## config.mk

```make
export PLATFORM = sky130hd
export DESIGN_NAME = path_delay_meter
export DESIGN_NICKNAME = d
export VERILOG_FILES = /design/src/rtl/path_delay_meter.sv
export SDC_FILE = /design/constraint.sdc
export NUM_CORES = 1
export LEC_CHECK = 0
export BUFFER_PORTS_ARGS = -buffer_cell sky130_fd_sc_hd__buf_2
export CAP_MARGIN = 20
export CORE_MARGIN = 8
export CORE_UTILIZATION = 55
export CTS_CLUSTER_SIZE = 25
export DETAILED_ROUTE_END_ITERATION = 7
export GPL_ROUTABILITY_DRIVEN = 0
export PLACE_DENSITY = 0.8
export SLEW_MARGIN = 10
export SYNTH_ARGS = -nofsm -noshare
export SYNTH_HDL_FRONTEND = slang
export SYNTH_SLANG_ARGS = --single-unit
```

## constraint.sdc

```tcl
create_clock -name clock -period 2.6 [get_ports clock]
set_input_delay 0 -clock clock [delete_from_list [all_inputs] [get_ports clock]]
set_output_delay 0 -clock clock [all_outputs]
set_load 0.03 [all_outputs]
```

## src/rtl/path_delay_meter.sv

```systemverilog
// path_delay_meter: watches the four inputs and the single output of a path
// network. It timestamps an input transition, counts edges until the output
// responds, and reports the latency, the source pin and a limit check.
//
//   state     | meaning
//   ----------+----------------------------------------------------------
//   S_IDLE    | waiting for an input change; flags spurious output toggles
//   S_MEASURE | counting edges since the start edge until out_obs changes
module path_delay_meter #(
  parameter int CNT_W    = 8,
  parameter int LIMIT_AB = 9,
  parameter int LIMIT_CD = 11,
  parameter int TIMEOUT  = 63
) (
  input  logic             clock,
  input  logic             reset,
  input  logic             enable,
  input  logic             a,
  input  logic             b,
  input  logic             c,
  input  logic             d,
  input  logic             out_obs,
  output logic             busy,
  output logic             valid,
  output logic [CNT_W-1:0] lat,
  output logic [1:0]       src,
  output logic             viol,
  output logic             overlap,
  output logic             tmo,
  output logic             spurious
);

  typedef enum logic {
    S_IDLE    = 1'b0,
    S_MEASURE = 1'b1
  } state_t;

  localparam logic [CNT_W-1:0] LIM_AB_C = CNT_W'(LIMIT_AB);
  localparam logic [CNT_W-1:0] LIM_CD_C = CNT_W'(LIMIT_CD);
  localparam logic [CNT_W-1:0] TMO_C    = CNT_W'(TIMEOUT);

  state_t           state_q, state_d;
  logic [CNT_W-1:0] cnt_q, cnt_d;
  logic [3:0]       prev_in_q;
  logic             prev_out_q;
  logic [1:0]       src_r_q, src_r_d;
  logic             ovl_r_q, ovl_r_d;
  logic [CNT_W-1:0] lat_q, lat_d;
  logic [1:0]       src_q, src_d;
  logic             viol_q, viol_d;
  logic             overlap_q, overlap_d;
  logic             valid_q, valid_d;
  logic             tmo_q, tmo_d;
  logic             spurious_q, spurious_d;

  logic [3:0]       pins;
  logic [3:0]       chg;
  logic             in_chg;
  logic             out_chg;
  logic [CNT_W-1:0] cnt_inc;
  logic [CNT_W-1:0] lim;
  logic [1:0]       first_src;

  // Change detection against last edge's samples; pin a sits in bit 3.
  always_comb begin
    pins    = {a, b, c, d};
    chg     = pins ^ prev_in_q;
    in_chg  = |chg;
    out_chg = out_obs ^ prev_out_q;
    // cnt stays below TIMEOUT in MEASURE, so the increment cannot wrap.
    cnt_inc = cnt_q + 1'b1;
    lim     = src_r_q[1] ? LIM_CD_C : LIM_AB_C;
    if (chg[3])      first_src = 2'd0;
    else if (chg[2]) first_src = 2'd1;
    else if (chg[1]) first_src = 2'd2;
    else             first_src = 2'd3;
  end

  // Next-state and result computation for the IDLE/MEASURE controller.
  always_comb begin
    state_d    = state_q;
    cnt_d      = cnt_q;
    src_r_d    = src_r_q;
    ovl_r_d    = ovl_r_q;
    lat_d      = lat_q;
    src_d      = src_q;
    viol_d     = viol_q;
    overlap_d  = overlap_q;
    valid_d    = 1'b0;
    tmo_d      = 1'b0;
    spurious_d = 1'b0;

    case (state_q)
      S_IDLE: begin
        // An output change on the same edge as an input change is ignored.
        if (enable && in_chg) begin
          state_d = S_MEASURE;
          cnt_d   = '0;
          src_r_d = first_src;
          ovl_r_d = 1'b0;
        end else if (enable && out_chg) begin
          spurious_d = 1'b1;
        end
      end
      S_MEASURE: begin
        if (!enable) begin
          state_d = S_IDLE;
        end else if (out_chg) begin
          lat_d     = cnt_inc;
          src_d     = src_r_q;
          viol_d    = (cnt_inc > lim);
          overlap_d = ovl_r_q | in_chg;
          valid_d   = 1'b1;
          state_d   = S_IDLE;
        end else if (cnt_inc == TMO_C) begin
          lat_d   = TMO_C;
          src_d   = src_r_q;
          tmo_d   = 1'b1;
          state_d = S_IDLE;
        end else begin
          cnt_d = cnt_inc;
          if (in_chg) ovl_r_d = 1'b1;
        end
      end
      default: state_d = S_IDLE;
    endcase
  end

  // State and output registers; pin history reloads even in reset so that
  // releasing reset never produces a phantom change.
  always_ff @(posedge clock) begin
    prev_in_q  <= pins;
    prev_out_q <= out_obs;
    if (reset) begin
      state_q    <= S_IDLE;
      cnt_q      <= '0;
      src_r_q    <= '0;
      ovl_r_q    <= 1'b0;
      lat_q      <= '0;
      src_q      <= '0;
      viol_q     <= 1'b0;
      overlap_q  <= 1'b0;
      valid_q    <= 1'b0;
      tmo_q      <= 1'b0;
      spurious_q <= 1'b0;
    end else begin
      state_q    <= state_d;
      cnt_q      <= cnt_d;
      src_r_q    <= src_r_d;
      ovl_r_q    <= ovl_r_d;
      lat_q      <= lat_d;
      src_q      <= src_d;
      viol_q     <= viol_d;
      overlap_q  <= overlap_d;
      valid_q    <= valid_d;
      tmo_q      <= tmo_d;
      spurious_q <= spurious_d;
    end
  end

  // Outputs come straight from registers.
  always_comb begin
    busy     = (state_q == S_MEASURE);
    valid    = valid_q;
    lat      = lat_q;
    src      = src_q;
    viol     = viol_q;
    overlap  = overlap_q;
    tmo      = tmo_q;
    spurious = spurious_q;
  end

endmodule
```

==> impl_metrics.csv <==
group,metric,value,unit
worst_setup_path,start_kind,"register",
sta,rsz0062_at_grt,"false",
drt,drtIter0Drc,117,
placement,port_buffers,23,
synth,post-synth-top-count-cell,"dfxtp_1",
synth,synth_area,1521,sq um
drt,firstDrtPassIters,4,
worst_setup_path,crit_required,2.90,ns
final_layout,final_core_util,65.81,%
worst_setup_path,r2r-end,"cnt_q[5]",
floorplan,initial_core_util,56.64,%
synth,synth-simple-area-share,20.56,%
sta,hold_viol,0,
run_status,status,"finished, final reports clean",
sta,fin_crit,2.207,ns
clocking,root_buffer,"clkbuf_4",
hold_path,holdPathStages,2,
synth,yosysUniqueCellTypes,44,
power,peakVddDrop,0.5041,mV
sta,finClkSkew,0.01109,ns
clocking,cts.sink_count,32,
worst_setup_path,arrival,2.50,ns
synth,synthArstFlopShare,0,%
worst_setup_path,ff2ff_setup_slack,0.39,ns
global_route,antenna_found_initial,0,
synth,synth_common_cells,"dfxtp_1 (32), nand2_1 (18), nor2_1 (13)",
sta,fin_crit_sh,84.88,%
final_layout,antenna_cells,0,
final_layout,area_delta_synth_final,16.20,%
synth,ys_ff_latch,32,
drt,num_vias,1343,
synth,postSynthCellCount,165,
sta,slew_headroom,58.45,%
worst_setup_path,worst-setup-path-type,"reg -> reg",
synth,synthTopCellsByArea,"dfxtp_1 (42%), nand2_1 (4.4%), xnor2_1 (4.0%)",
floorplan,die_h,68.60,um
job,cap_violations,0,
sta,whs,0.1053,ns
clocking,clock_latency,0.35,ns
drt,drt-vias-per-instance,5.916,
floorplan,die_w,68.60,um
drt,wl_per_cell,16.42,um
hold_path,min_from,"reset",
global_route,track_usage,16.94,%
worst_setup_path,rr_worst_depth,6,
sta,setup_viol,0,
hold_path,min_path_type,"in -> reg",
sta,clock.fmax,453.1,MHz
synth,synth_adder_area_share,1.645,%
worst_setup_path,end_kind,"register",
global_route,grt_pass1_wl,6.065,mm
power,p_leak,0.6584,nW
power,pwr_density_cell,529.5,nW/um^2
sta,worstMarginPinSlew,0.6179,ns
global_route,grt_pass1_vias,1333,
clocking,cts_made_buffers,5,
placement,dp_hpwl,2.532,mm
synth,synth_xor_area_share,5.757,%
sta,finalMaxSlewViolations,0,
synth,synth-seq-area-share,42.11,%
synth,yosys_warnings,0,
synth,synth_nets,175,
worst_setup_path,worst-path-max-fanout,8,
clocking,cts_tree,"yes",
floorplan,core_area,2686,sq um
global_route,grt_overflow_total,0,
drt,route.detailed.drc,0,
synth,syn-mean-instance-area,9.221,sq um
floorplan,io_pins,24,
synth,synth_top_family_by_area,"compound AO/OA/AOI/OAI gates",
sta,setup_tns,0,ns
floorplan,rows,19,
synth,synthMuxAreaShare,1.316,%
drt,finalWirelength,3.728,mm
clocking,cts_resized,0,
hold_path,hold_end,"busy",
synth,dominantRegCellSynth,"dfxtp_1",
clocking,clkTransAtPathRegs,0.11,ns
final_layout,final_layout_size_suffix_gt1_share,23.47,%
synth,yosysTopAreaCell,"dfxtp_1",
floorplan,dieArea,4705,sq um
drt,ant_nets,0,
synth,synth_top_area_share,42.11,%
synth,synth_edf_count,0,
worst_setup_path,regToRegStartpoint,"cnt_q[1]",
clocking,cts_max_level,2,
global_route,grt_max_degree,23,
clocking,clk_path_buf_depth,2,
synth,synth-compound-area-share,23.27,%
final_layout,layout.nets,205,
==> critical path: stages (launching register included) <==
cell and delay (ns):
dfxtp_1 0.48, ha_1 0.26, nand3_2 0.15, o21ai_2 0.19
nand4_2 0.22, o31ai_1 0.61, a32o_1 0.26
==> repair_timing <==
| item | CTS | global route |
|---|---|---|
| setup buffers | 0 | 0 |
| hold endpoints to repair | 6 | 0 |
| hold buffers | 6 | 0 |
==> per-layer routing <==
metal	global-route usage [%]	up-vias	part of all wire, %
met3	5.331	7	5.8
met1	19.31	642	43
met4	6.905	0	1.5
met2	28.69	35	50
met5	0	-	0
li1	-	659	-
==> metrics by stage <==
step	total power, mW	area [sq um]	setup WS (ns)	cells
2_1_floorplan	0.6030	1521	0.7830	165
3_3_place_gp	0.6303	1647	0.5379	213
3_5_place_dp	0.6331	1647	0.4620	213
4_1_cts	0.9349	1768	0.4428	227
5_1_grt	0.9680	1768	0.2976	227
6_report	0.9361	1768	0.3932	227
==> report_power, final <==
group          total (mW)  internal [mW]  switching [mW]
combinational       0.111         0.0412          0.0695
clock               0.306          0.128           0.177
sequential          0.519          0.506          0.0132
total               0.936          0.676           0.260
==> worst max-delay path by stage <==
stage | endpoint | depth (start not counted) | start
after CTS | cnt_q[5] | 6 | cnt_q[0]
final | cnt_q[5] | 6 | cnt_q[1]
after global routing | cnt_q[5] | 6 | cnt_q[0]
after global placement | src[1] | 5 | cnt_q[3]
after floorplan | lat[2] | 7 | cnt_q[0]
after detailed placement | src[1] | 5 | cnt_q[3]
==> cells by family (layout without fill, tap and decap cells) <==
kind of cell | after synthesis | after routing
AND/OR/NAND/NOR | 61 | 61
buffers and inverters | 19 | 50
adder cells (fa/ha/maj) | 2 | 2
XOR/XNOR | 10 | 10
multiplexers | 2 | 2
flip-flops | 32 | 32
AO/OA/AOI/OAI | 39 | 39
==> sequential cells by signal (all words and copies together), names as in the netlist <==
signal,cells
prev_out_q,1
cnt_q,8
tmo,1
src,2
lat,8
spurious,1
prev_in_q,4
busy,1
src_r_q,2
viol,1
valid,1
overlap,1
ovl_r_q,1
==> layout by cell type, fill, tap and decap left out, drive strengths merged, types with 3 or more instances in the layout <==
master / count
inv: 12
xnor2: 7
dlygate4sd3: 6
a21oi: 4
dfxtp: 32
a221oi: 5
xor2: 3
clkbuf: 6
o211ai: 3
buf: 24
nor2: 13
nand3: 6
nand2: 18
o21ai: 4
a211oi: 4
a31oi: 5
nand4: 6
nor2b: 5
==> final cells by class <==
type	count	area (sq um)
fillers	219	918.4
inverters	12	45.04
clock inverters	2	10.01
repair buffers	30	182.7
well taps	31	38.79
clock buffers	6	51.30
multi-input cells	114	799.5
flip-flops and latches	32	640.6
Note: power is estimated with default switching activity, not from simulation.
